===== config.mk =====
export PLATFORM = sky130hd
export DESIGN_NAME = mem_arbiter_flat
export DESIGN_NICKNAME = d
export VERILOG_FILES = /design/src/rtl/mem_arbiter_if.sv /design/src/rtl/mem_arbiter.sv /design/src/flat_wrapper.sv
export SDC_FILE = /design/constraint.sdc
export NUM_CORES = 1
export LEC_CHECK = 0
export CAP_MARGIN = 20
export CELL_PAD_IN_SITES_DETAIL_PLACEMENT = 0
export CELL_PAD_IN_SITES_GLOBAL_PLACEMENT = 1
export CORE_MARGIN = 2
export CORE_UTILIZATION = 23
export CTS_CLUSTER_SIZE = 24
export DETAILED_ROUTE_END_ITERATION = 6
export GPL_ROUTABILITY_DRIVEN = 1
export HOLD_SLACK_MARGIN = 0.15
export PLACE_DENSITY = 0.91
export SLEW_MARGIN = 20
export SYNTH_ARGS = -nofsm -noshare
export SYNTH_HDL_FRONTEND = slang
export SYNTH_SLANG_ARGS = --single-unit

===== constraint.sdc =====
create_clock -name clk -period 1.7 [get_ports clk]
set_input_delay 0.17 -clock clk [delete_from_list [all_inputs] [get_ports clk]]
set_output_delay 0.17 -clock clk [all_outputs]
set_load 0.005 [all_outputs]

===== src/rtl/mem_arbiter_if.sv =====
// Bundles the fetch, load/store and physical-memory signals shared by mem_arbiter.
// slave is the arbiter's view; master is the surrounding core/memory view.
interface mem_arbiter_if #(
   parameter int unsigned ADDR_WIDTH = 32,
   parameter int unsigned DATA_WIDTH = 32
);
   localparam int unsigned BE_WIDTH = DATA_WIDTH / 8;

   logic                  inst_read;
   logic [ADDR_WIDTH-1:0] inst_addr;
   logic                  inst_resp;
   logic [DATA_WIDTH-1:0] inst_rdata;

   logic                  data_read;
   logic                  data_write;
   logic [ADDR_WIDTH-1:0] data_addr;
   logic [DATA_WIDTH-1:0] data_wdata;
   logic [BE_WIDTH-1:0]   data_byte_enable;
   logic                  data_resp;
   logic [DATA_WIDTH-1:0] data_rdata;

   logic                  pmem_read;
   logic                  pmem_write;
   logic [ADDR_WIDTH-1:0] pmem_address;
   logic [DATA_WIDTH-1:0] pmem_wdata;
   logic [BE_WIDTH-1:0]   pmem_byte_enable;
   logic                  pmem_resp;
   logic [DATA_WIDTH-1:0] pmem_rdata;

   modport slave (
      input  inst_read, inst_addr,
      output inst_resp, inst_rdata,
      input  data_read, data_write, data_addr, data_wdata, data_byte_enable,
      output data_resp, data_rdata,
      output pmem_read, pmem_write, pmem_address, pmem_wdata, pmem_byte_enable,
      input  pmem_resp, pmem_rdata
   );

   modport master (
      output inst_read, inst_addr,
      input  inst_resp, inst_rdata,
      output data_read, data_write, data_addr, data_wdata, data_byte_enable,
      input  data_resp, data_rdata,
      input  pmem_read, pmem_write, pmem_address, pmem_wdata, pmem_byte_enable,
      output pmem_resp, pmem_rdata
   );
endinterface


===== src/rtl/mem_arbiter.sv =====
// Round-robin arbiter sharing one physical memory port between instruction fetch
// and load/store; the granted request is latched and held until pmem_resp.
module mem_arbiter #(
   parameter int unsigned ADDR_WIDTH = 32,
   parameter int unsigned DATA_WIDTH = 32
) (
   input logic           clk,
   input logic           rst,
   mem_arbiter_if.slave  bus
);
   localparam int unsigned BE_WIDTH = DATA_WIDTH / 8;

   typedef enum logic [1:0] {
      IDLE    = 2'd0,
      SERVE_I = 2'd1,
      SERVE_D = 2'd2
   } state_e;

   typedef enum logic {
      GRANT_I = 1'b0,
      GRANT_D = 1'b1
   } grant_e;

   state_e                state_q, state_d;
   grant_e                last_grant_q, last_grant_d;
   logic [ADDR_WIDTH-1:0] addr_q, addr_d;
   logic [DATA_WIDTH-1:0] wdata_q, wdata_d;
   logic [BE_WIDTH-1:0]   be_q, be_d;
   logic                  read_q, read_d;
   logic                  write_q, write_d;

   logic inst_req;
   logic data_req;
   logic pick_inst;

   always_ff @(posedge clk) begin
      if (rst) begin
         state_q      <= IDLE;
         last_grant_q <= GRANT_D;
         addr_q       <= '0;
         wdata_q      <= '0;
         be_q         <= '0;
         read_q       <= 1'b0;
         write_q      <= 1'b0;
      end else begin
         state_q      <= state_d;
         last_grant_q <= last_grant_d;
         addr_q       <= addr_d;
         wdata_q      <= wdata_d;
         be_q         <= be_d;
         read_q       <= read_d;
         write_q      <= write_d;
      end
   end

   always_comb begin
      state_d      = state_q;
      last_grant_d = last_grant_q;
      addr_d       = addr_q;
      wdata_d      = wdata_q;
      be_d         = be_q;
      read_d       = read_q;
      write_d      = write_q;
      inst_req     = bus.inst_read;
      data_req     = bus.data_read | bus.data_write;
      pick_inst    = 1'b0;

      unique case (state_q)
         IDLE: begin
            // On a tie the fetch wins only if data held the previous grant.
            pick_inst = inst_req && (!data_req || (last_grant_q == GRANT_D));
            if (pick_inst) begin
               state_d      = SERVE_I;
               last_grant_d = GRANT_I;
               addr_d       = bus.inst_addr;
               wdata_d      = '0;
               be_d         = '1;
               read_d       = 1'b1;
               write_d      = 1'b0;
            end else if (data_req) begin
               state_d      = SERVE_D;
               last_grant_d = GRANT_D;
               addr_d       = bus.data_addr;
               wdata_d      = bus.data_wdata;
               be_d         = bus.data_byte_enable;
               // Simultaneous read and write resolves to a write.
               read_d       = !bus.data_write;
               write_d      = bus.data_write;
            end
         end
         SERVE_I, SERVE_D: begin
            if (bus.pmem_resp) begin
               state_d = IDLE;
            end
         end
         default: state_d = IDLE;
      endcase
   end

   assign bus.pmem_read        = (state_q != IDLE) && read_q;
   assign bus.pmem_write       = (state_q != IDLE) && write_q;
   assign bus.pmem_address     = addr_q;
   assign bus.pmem_wdata       = wdata_q;
   assign bus.pmem_byte_enable = be_q;

   assign bus.inst_resp  = (state_q == SERVE_I) && bus.pmem_resp;
   assign bus.data_resp  = (state_q == SERVE_D) && bus.pmem_resp;
   assign bus.inst_rdata = bus.pmem_rdata;
   assign bus.data_rdata = bus.pmem_rdata;

   always_ff @(posedge clk) begin
      if (!rst) begin
         assert (!(bus.data_read && bus.data_write));
      end
   end
endmodule


===== src/flat_wrapper.sv =====
// flat-port wrapper written by rule: the top's interface ports become plain ports
module mem_arbiter_flat 
#(
   parameter int unsigned ADDR_WIDTH = 32,
   parameter int unsigned DATA_WIDTH = 32
)
  (clk, rst, bus_inst_read, bus_inst_addr, bus_inst_resp, bus_inst_rdata, bus_data_read, bus_data_write, bus_data_addr, bus_data_wdata, bus_data_byte_enable, bus_data_resp, bus_data_rdata, bus_pmem_read, bus_pmem_write, bus_pmem_address, bus_pmem_wdata, bus_pmem_byte_enable, bus_pmem_resp, bus_pmem_rdata);
  mem_arbiter_if #(.ADDR_WIDTH(ADDR_WIDTH), .DATA_WIDTH(DATA_WIDTH)) bus_i ();
  input logic clk;
  input logic rst;
  input wire logic [$bits(bus_i.inst_read)-1:0] bus_inst_read;
  input wire logic [$bits(bus_i.inst_addr)-1:0] bus_inst_addr;
  output wire logic [$bits(bus_i.inst_resp)-1:0] bus_inst_resp;
  output wire logic [$bits(bus_i.inst_rdata)-1:0] bus_inst_rdata;
  input wire logic [$bits(bus_i.data_read)-1:0] bus_data_read;
  input wire logic [$bits(bus_i.data_write)-1:0] bus_data_write;
  input wire logic [$bits(bus_i.data_addr)-1:0] bus_data_addr;
  input wire logic [$bits(bus_i.data_wdata)-1:0] bus_data_wdata;
  input wire logic [$bits(bus_i.data_byte_enable)-1:0] bus_data_byte_enable;
  output wire logic [$bits(bus_i.data_resp)-1:0] bus_data_resp;
  output wire logic [$bits(bus_i.data_rdata)-1:0] bus_data_rdata;
  output wire logic [$bits(bus_i.pmem_read)-1:0] bus_pmem_read;
  output wire logic [$bits(bus_i.pmem_write)-1:0] bus_pmem_write;
  output wire logic [$bits(bus_i.pmem_address)-1:0] bus_pmem_address;
  output wire logic [$bits(bus_i.pmem_wdata)-1:0] bus_pmem_wdata;
  output wire logic [$bits(bus_i.pmem_byte_enable)-1:0] bus_pmem_byte_enable;
  input wire logic [$bits(bus_i.pmem_resp)-1:0] bus_pmem_resp;
  input wire logic [$bits(bus_i.pmem_rdata)-1:0] bus_pmem_rdata;
  assign bus_i.inst_read = bus_inst_read;
  assign bus_i.inst_addr = bus_inst_addr;
  assign bus_inst_resp = bus_i.inst_resp;
  assign bus_inst_rdata = bus_i.inst_rdata;
  assign bus_i.data_read = bus_data_read;
  assign bus_i.data_write = bus_data_write;
  assign bus_i.data_addr = bus_data_addr;
  assign bus_i.data_wdata = bus_data_wdata;
  assign bus_i.data_byte_enable = bus_data_byte_enable;
  assign bus_data_resp = bus_i.data_resp;
  assign bus_data_rdata = bus_i.data_rdata;
  assign bus_pmem_read = bus_i.pmem_read;
  assign bus_pmem_write = bus_i.pmem_write;
  assign bus_pmem_address = bus_i.pmem_address;
  assign bus_pmem_wdata = bus_i.pmem_wdata;
  assign bus_pmem_byte_enable = bus_i.pmem_byte_enable;
  assign bus_i.pmem_resp = bus_pmem_resp;
  assign bus_i.pmem_rdata = bus_pmem_rdata;
  mem_arbiter #(.ADDR_WIDTH(ADDR_WIDTH), .DATA_WIDTH(DATA_WIDTH)) u_core (.clk(clk), .rst(rst), .bus(bus_i));
endmodule

Yosys cells after proc, flatten, opt, wreduce, memory -nomap -nowiden
Index checks and enable logic that the tools add are counted.

Equal/unequal tests: 4. Mux-type cells: 16. Bitwise logic cells: 1. Reductions and logical operators: 14.

Operators with widths (number): 32-bit two-way mux (4); 4-bit two-way mux (2); 1-bit two-way mux (6); 2-bit two-way mux (3); 1-bit logical AND (5); 2-bit one-hot mux with 2 select lines (1); 2-bit AND reduction (2); 2-bit nonzero test (2); 3-bit by 1-bit != test with 1-bit output, second input constant (1); 2-bit by 1-bit == test with 1-bit output, second input constant (1); 2-bit == test, second input constant (1); 1-bit logical NOT (2); 2-bit logical NOT (1); 2-bit != test, second input constant (1); 2-bit OR reduction (1); 1-bit logical OR (1); 1-bit OR (1).

Flip-flop bits (word level): 73. Input port bits: 138. Output and inout bits: 136. Logic and storage cells: 42.

Longest topological paths before layout
Gate-level depths: netlist (run 1).

Depth after elaboration: 6. Mapped depth: 8. Gate-level depth less buffers: 5.

Least setup slack after synthesis (run 1)
OpenSTA, ideal clock, no wires.

Path type: reg2reg. Start point: register u_core.state_q[0]. End point: register u_core.read_q. Setup time: 0.116 ns. Arrival time: 1.323 ns. Data required time: 1.584 ns. Setup slack: 0.261 ns. Stages on the path, launching flop included: 8. Buffers on the path: 3. Clock period less this slack: 1.439 ns. Path through: dfxtp_1 -> inv_1 -> ha_1 -> buf_2 -> o31a_4 -> buf_12 -> buf_8 -> o211a_1.

Cells in the longest elaborated chain, start to end: 2.

RTL lines: start, declared (line mem_arbiter.sv:24) `state_e state_q, state_d;`; start signal, assigned (line mem_arbiter.sv:46) `state_q <= state_d;`; 2-bit logical NOT (line mem_arbiter.sv:68) `unique case (state_q)`; 2-bit AND reduction (no line); end signal, assigned (line mem_arbiter.sv:51) `read_q <= read_d;`; end, declared (line mem_arbiter.sv:29) `logic read_q, read_d;`.

Every way passes these cells. A chain may end at the register's enable or synchronous reset.

Worst setup path after layout (run 1)
Start point: register u_core.state_q[1]. End point: register u_core.wdata_q[27] (netlist: u_core.bus.pmem_wdata[27]).

Cells in the longest elaborated chain, start to end: 2.

RTL lines: 2-bit logical NOT (line mem_arbiter.sv:68); 2-bit AND reduction (no line); end signal, assigned (line mem_arbiter.sv:49) `wdata_q <= wdata_d;`; end, declared (line mem_arbiter.sv:27) `logic [DATA_WIDTH-1:0] wdata_q, wdata_d;`.

Every way passes these cells.

==> results.json, run 1 <==
{
  "synth_top_family_by_area": "compound AO/OA/AOI/OAI gates",
  "drc": 0,
  "fin_worst_skew_ns": 0.006087,
  "first_global_vias": 3280,
  "synthAdderAreaFrac_pct": 1.062,
  "grt_usage_pct": 13.12,
  "synth_warnings": 0,
  "power_density_mw_per_mm2": 1072,
  "fin_setup_tns_ns": 0,
  "io_pins": 274,
  "slew_headroom_pct": 78.75,
  "rsz0062_at_grt": "no",
  "clock-sinks": 73,
  "htree_levels": 3,
  "pwr-share-seq_pct": 36.1,
  "p_switching_mw": 1.642,
  "p_sw_share_pct": 28.12,
  "grt-ovfl-total": 0,
  "ir_drop_uv": 524.2,
  "fp.dieW_um": 128.0,
  "cts_tree": "built",
  "setup_viol": 0,
  "postSynthCellCount": 374,
  "drv_slew": 0,
  "cp_cell_sequence": "inv_2 > ha_4 > buf_4 > o31a_4 > nor2_4 > buf_12 > a22o_1",
  "p_comb_share_pct": 30.9,
  "synth_area_per_cell_um2": 9.454,
  "max_stage_delay_ns": 0.33,
  "row_count": 45,
  "synth_area_leaders": "dfxtp_1, buf_4, o21ai_0, a22o_1, a21oi_1",
  "grt_max_degree": 33,
  "arrival_ns": 1.72,
  "dr.pass1.iters": 5,
  "layout_min_cycle_time_ns": 1.494,
  "cts_hold_buf": 0,
  "drt_wl_total_um": 10950,
  "yosysUniqueCellTypes": 36,
  "ant_nets": 0,
  "worstSkewPairLatency_ns": 0.33,
  "portBuffers": 177,
  "drive_gt1_share_pct": 12.75,
  "place.detailed.hpwl_um": 8101,
  "muxShareOfSynthArea_pct": 0,
  "antenna_found_initial": 0,
  "tightest_slew_ns": 0.3144,
  "synth.yosys.seq_area_share_pct": 41.33,
  "drtIter0Drc": 170,
  "p_leak_nw": 2.061,
  "cap_violations": 0,
  "max_freq_mhz": 669.2,
  "initial_core_util_pct": 23.43,
  "critPathTopFamily": "compound AO/OA/AOI/OAI gates",
  "hold_violations": 0,
  "end_kind": "register",
  "synth_xor_area_share_pct": 0,
  "timing.hold.ws_ns": 0.2421,
  "synth_compound_area_share_pct": 32.55,
  "synth_top_area_cell": "dfxtp_1",
  "via_per_inst": 4.636,
  "syn_area_mm2": 0.003536,
  "dieHeight_um": 128.0,
  "finalWorstSetupSlack_ns": 0.2057,
  "clkPwrFrac_pct": 33.0,
  "layout.nets": 630,
  "core-area_mm2": 0.01509,
  "min_path_type": "primary input to register",
  "drt-wirelength-per-cell_um": 16.06,
  "cts_root_buf": "clkbuf_16",
  "die_area_mm2": 0.01638,
  "p_total_mw": 5.841,
  "nFillCells": 1513,
  "n_antenna_cell": 0,
  "cp_slowest_cell": "dfxtp_2",
  "critical_path_class": "register to register",
  "status": "complete, no violations",
  "area_growth_pct": 54.14,
  "place_ws_ns": -0.05744,
  "synthSimpleGateAreaFrac_pct": 4.282,
  "clk_pin_slew_ns": 0.06,
  "cts_made_buffers": 9,
  "worst-path-max-fanout": 32,
  "grt_pass1_wl_um": 16770,
  "cp-start-kind": "register",
  "synthesis.nets": 515,
  "timing.final.crit_share_pct": 87.90,
  "path_buf_inv": 3,
  "place.gp.congestion": 0.7394,
  "required_ns": 1.92,
  "num_vias": 3162,
  "yosysTopAreaCellShare_pct": 41.33,
  "internal-power_mw": 4.198,
  "clockBufferDepth": 2,
  "ys_seq_elements": 73
}
## power groups by stage
stage | clock network (mW) | logic, mW | registers, mW
floorplan | 0 | 0.913 | 2.14
global placement | 0 | 1.76 | 2.13
detailed placement | 0 | 1.80 | 2.14
CTS | 1.99 | 1.83 | 2.11
global route | 2.07 | 1.96 | 2.14
finish | 1.93 | 1.80 | 2.11
## worst paths after layout
path	from	endpoint	slack (ns)	cells past startpoint
setup / recovery	u_core.state_q[1]	u_core.bus.pmem_wdata[27]	0.21	7
setup reg to reg	u_core.state_q[1]	u_core.bus.pmem_wdata[27]	0.21	7
hold / removal	bus_inst_read	u_core.state_q[0]	0.24	3
hold reg to reg	u_core.write_q	u_core.write_q	0.46	2
## cell families after synthesis
family / Yosys count
adders and majority gates: 3
AOI/OAI and AO/OA: 167
DFF: 73
buffers and inverters: 104
and+or+nand+nor: 27
## synth_stat cells, drive strengths merged
cell / n
clkbuf: 11
o21ai: 62
a21oi: 31
nor2: 9
o31ai: 1
nand2b: 1
o31a: 1
o211a: 1
inv: 8
nand3: 8
nor2b: 4
a31oi: 23
o211ai: 2
ha: 3
o21bai: 1
o21ba: 1
nand4: 1
buf: 85
and2: 2
nand2: 1
a211oi: 2
a22o: 32
a311oi: 9
nor4b: 1
a211o: 1
dfxtp: 73
## registers in the layout, indices dropped and copies added (netlist names)
signal / flops
u_core.bus.pmem_address: 32
u_core.bus.pmem_byte_enable: 4
u_core.bus.pmem_wdata: 32
u_core.last_grant_q: 1
u_core.read_q: 1
u_core.state_q: 2
u_core.write_q: 1
## layer usage
metal / share of wire (%) / GRT usage (%) / vias to the layer above
met2: 50 / 21.93 / 128
met3: 6.8 / 3.840 / 22
li1: - / - / 1522
met1: 42 / 15.74 / 1490
met4: 1.9 / 5.559 / 0
met5: 0 / 0 / -
## cells in the final DEF (no fill, tap or decap), types with 2 or more instances in the layout
| master | Yosys | layout |
|---|---|---|
| clkdlybuf4s50_1 | 0 | 172 |
| dfxtp_1 | 73 | 71 |
| o21ai_0 | 59 | 59 |
| a22o_1 | 32 | 32 |
| a21oi_1 | 31 | 31 |
| a31oi_1 | 23 | 23 |
| buf_4 | 66 | 14 |
| clkbuf_16 | 0 | 9 |
| buf_12 | 1 | 9 |
| nand3_1 | 8 | 8 |
| a311oi_2 | 8 | 8 |
| inv_1 | 8 | 6 |
| nor2_1 | 5 | 5 |
| clkinvlp_4 | 0 | 5 |
| nor2b_1 | 4 | 4 |
| dlymetal6s2s_1 | 0 | 4 |
| nor2_2 | 3 | 3 |
| inv_2 | 0 | 2 |
| and2_1 | 2 | 2 |
| o211ai_1 | 2 | 2 |
| o21ai_1 | 2 | 2 |
| ha_1 | 3 | 2 |
| dfxtp_2 | 0 | 2 |
## through the flow
| stage | std cells | utilization (%) | cell area [um2] |
|---|---|---|---|
| floorplan | 374 | - | 3536 |
| global placement | 665 | 33.87 | 5111 |
| detailed placement | 665 | 33.87 | 5111 |
| CTS | 682 | 36.05 | 5440 |
| global route | 682 | 36.12 | 5450 |
| finish | 682 | 36.12 | 5450 |
## tightest hold or removal path: stages
cell and delay [ns]:
buf_2 0.19, nand4_1 0.10, a21oi_1 0.06
## timing repair
| item | CTS | global route |
|---|---|---|
| setup endpoints to repair | 2 | 4 |
| buffers inserted | 1 | 0 |
| pin swaps | 1 | 0 |
| gates resized for setup | 6 | 4 |
| gates cloned | 0 | 0 |
## layout make-up
class                      count  area (um2)  share of cell area [%]
clock buffer                  10       239.0                   4.385
timing repair buffer         200        2062                   37.83
inverter                       8       30.03                  0.5510
multi-input combinational    197        1353                   24.82
tap                          188       235.2                   4.316
clock inverter                 6       67.56                   1.240
sequential                    73        1464                   26.86
(Power assumes the default switching activity.)
==> run 2, diff against run 1 <==
Settings changed: CORE_UTILIZATION 23 to 25, MAX_ROUTING_LAYER set to met4, PLACE_DENSITY 0.91 to 0.95.
Clock period 1.7 ns to 1.8 ns, I/O delays scaled along.
==> run 2 against run 1 <==
Against the previous run:
- utilization up 2.6 points
- register-to-register slack lost 0.04 ns
- combinational power down 7%
- critical path depth fell by 3
- final cell count is 1.0% lower
- via count increased by 3.9%
- non-clock buffer count is the same
- power is 6.1% lower
- hold slack improved by 0.0021 ns
- global-route usage grew 1.4 points
- largest power group unchanged
==> results.json, run 2 (synthesis gave the netlist of run 1 again) <==
{
  "status": "complete, no violations",
  "hold_violations": 0,
  "rsz0062_at_grt": "no",
  "die_area_mm2": 0.01511,
  "final_common_cell": "clkdlybuf4s50_1",
  "grt-ovfl-total": 0,
  "fp.dieW_um": 122.9,
  "cp_cell_sequence": "inv_1 > ha_1 > and2_1 > clkdlybuf4s50_1",
  "first_global_vias": 3326,
  "hold_path_depth": 3,
  "reg2reg_to": "u_core.state_q[0]",
  "drt-wirelength-per-cell_um": 16.84,
  "ir_drop_uv": 686.0,
  "via_per_inst": 4.868,
  "utilization_pct": 38.68,
  "layout_min_cycle_time_ns": 1.724,
  "cts_made_buffers": 9,
  "slew_headroom_pct": 55.78,
  "dieHeight_um": 122.9,
  "ant_nets": 0,
  "cts_root_buf": "clkbuf_16",
  "worst-path-max-fanout": 3,
  "arrival_ns": 1.54,
  "p_leak_nw": 1.991,
  "core-area_mm2": 0.01383,
  "dp.cells": 658,
  "cts_tree": "built",
  "n_antenna_cell": 0,
  "num_vias": 3286,
  "min_path_type": "primary input to register",
  "clock-sinks": 73,
  "dr.pass1.iters": 4,
  "clockBufferDepth": 2,
  "worstSkewPairLatency_ns": 0.34,
  "cp_slowest_cell": "clkdlybuf4s50_1",
  "place_ws_ns": -0.1440,
  "layout.cells.non_filler": 675,
  "holdPathEnd": "u_core.state_q[0]",
  "max_stage_delay_ns": 0.50,
  "drv_slew": 0,
  "timing.hold.ws_ns": 0.2442,
  "r2r_cells": 6,
  "initial_core_util_pct": 25.57,
  "r2r_slack_ns": 0.17,
  "row_count": 43,
  "tightest_slew_ns": 0.6632,
  "required_ns": 1.62,
  "io_pins": 274,
  "drive_gt1_share_pct": 12.32,
  "power_density_mw_per_mm2": 1025,
  "antenna_found_initial": 0,
  "area_growth_pct": 51.27,
  "drt_wl_total_um": 11370,
  "p_total_mw": 5.482,
  "fin_worst_skew_ns": 0.005758,
  "grt_max_degree": 34,
  "r2r_start": "u_core.state_q[0]",
  "drc": 0,
  "max_freq_mhz": 580.0,
  "path_buf_inv": 2,
  "cp-start-kind": "register",
  "drtIter0Drc": 134,
  "critical_path_class": "register to output pin",
  "cap_violations": 0,
  "end_kind": "output pin",
  "timing.final.crit_share_pct": 95.79,
  "layout_common_cells": "clkdlybuf4s50_1, dfxtp_1, o21ai_0",
  "place.detailed.hpwl_um": 8414,
  "clk_pin_slew_ns": 0.06,
  "portBuffers": 177,
  "grt_pass1_wl_um": 16230,
  "htree_levels": 3,
  "finalWorstSetupSlack_ns": 0.07575,
  "setup_viol": 0,
  "grt_usage_pct": 14.52,
  "min-delay-start": "bus_inst_read",
  "critPathTopFamily": "buffers and inverters",
  "layout.nets": 631,
  "place.gp.congestion": 0.7291
}
## run 2: how the worst max path moves through the flow
stage / slack [ns] / cells past startpoint / start / to
final: 0.08 / 4 / u_core.state_q[1] / bus_inst_resp
after global routing: 0.003 / 4 / u_core.state_q[0] / bus_data_resp
after CTS: 0.01 / 4 / u_core.state_q[0] / bus_data_resp
after detailed placement: -0.14 / 4 / bus_data_read / u_core.bus.pmem_address[7]
after global placement: -0.05 / 4 / bus_data_write / u_core.bus.pmem_wdata[14]
after floorplan: 0.36 / 7 / u_core.state_q[0] / u_core.read_q
## run 2: timing repair
| action | in CTS | in global routing |
|---|---|---|
| resized for setup | 2 | 3 |
| setup endpoints to repair | 2 | 34 |
| hold buffers | 0 | 0 |
| gates cloned | 0 | 1 |
| setup buffers | 0 | 0 |
## run 2: where the power goes
group	switching, mW	internal, mW
logic	0.717	0.951
registers	0.134	1.86
clock network	0.735	1.08
total	1.59	3.90
## run 2: through the flow
step                TNS, ns  cell area (um2)
floorplan                 0             3536
global placement     -1.576             5034
detailed placement   -4.585             5034
CTS                       0             5335
global route              0             5349
finish                    0             5349
## run 2: cell type report
class | instances | area, um2
Clock buffer | 9 | 225.2
Inverter | 8 | 30.03
Tap cell | 180 | 225.2
Clock inverter | 7 | 78.83
Multi-Input combinational cell | 198 | 1351
Sequential cell | 73 | 1464
Timing Repair Buffer | 200 | 1974
Fill cell | 1367 | 8478
## run 2: worst min-delay path: stages
cell,delay (ns)
buf_2,0.17
nand4_1,0.11
a21oi_1,0.07
## run 2: per-layer routing
metal,up-vias,wire [um],global-route usage (%)
li1,1530,-,-
met2,180,5693,25.21
met4,0,244,6.466
met1,1547,4372,14.56
met5,-,0,-
met3,29,1056,5.351
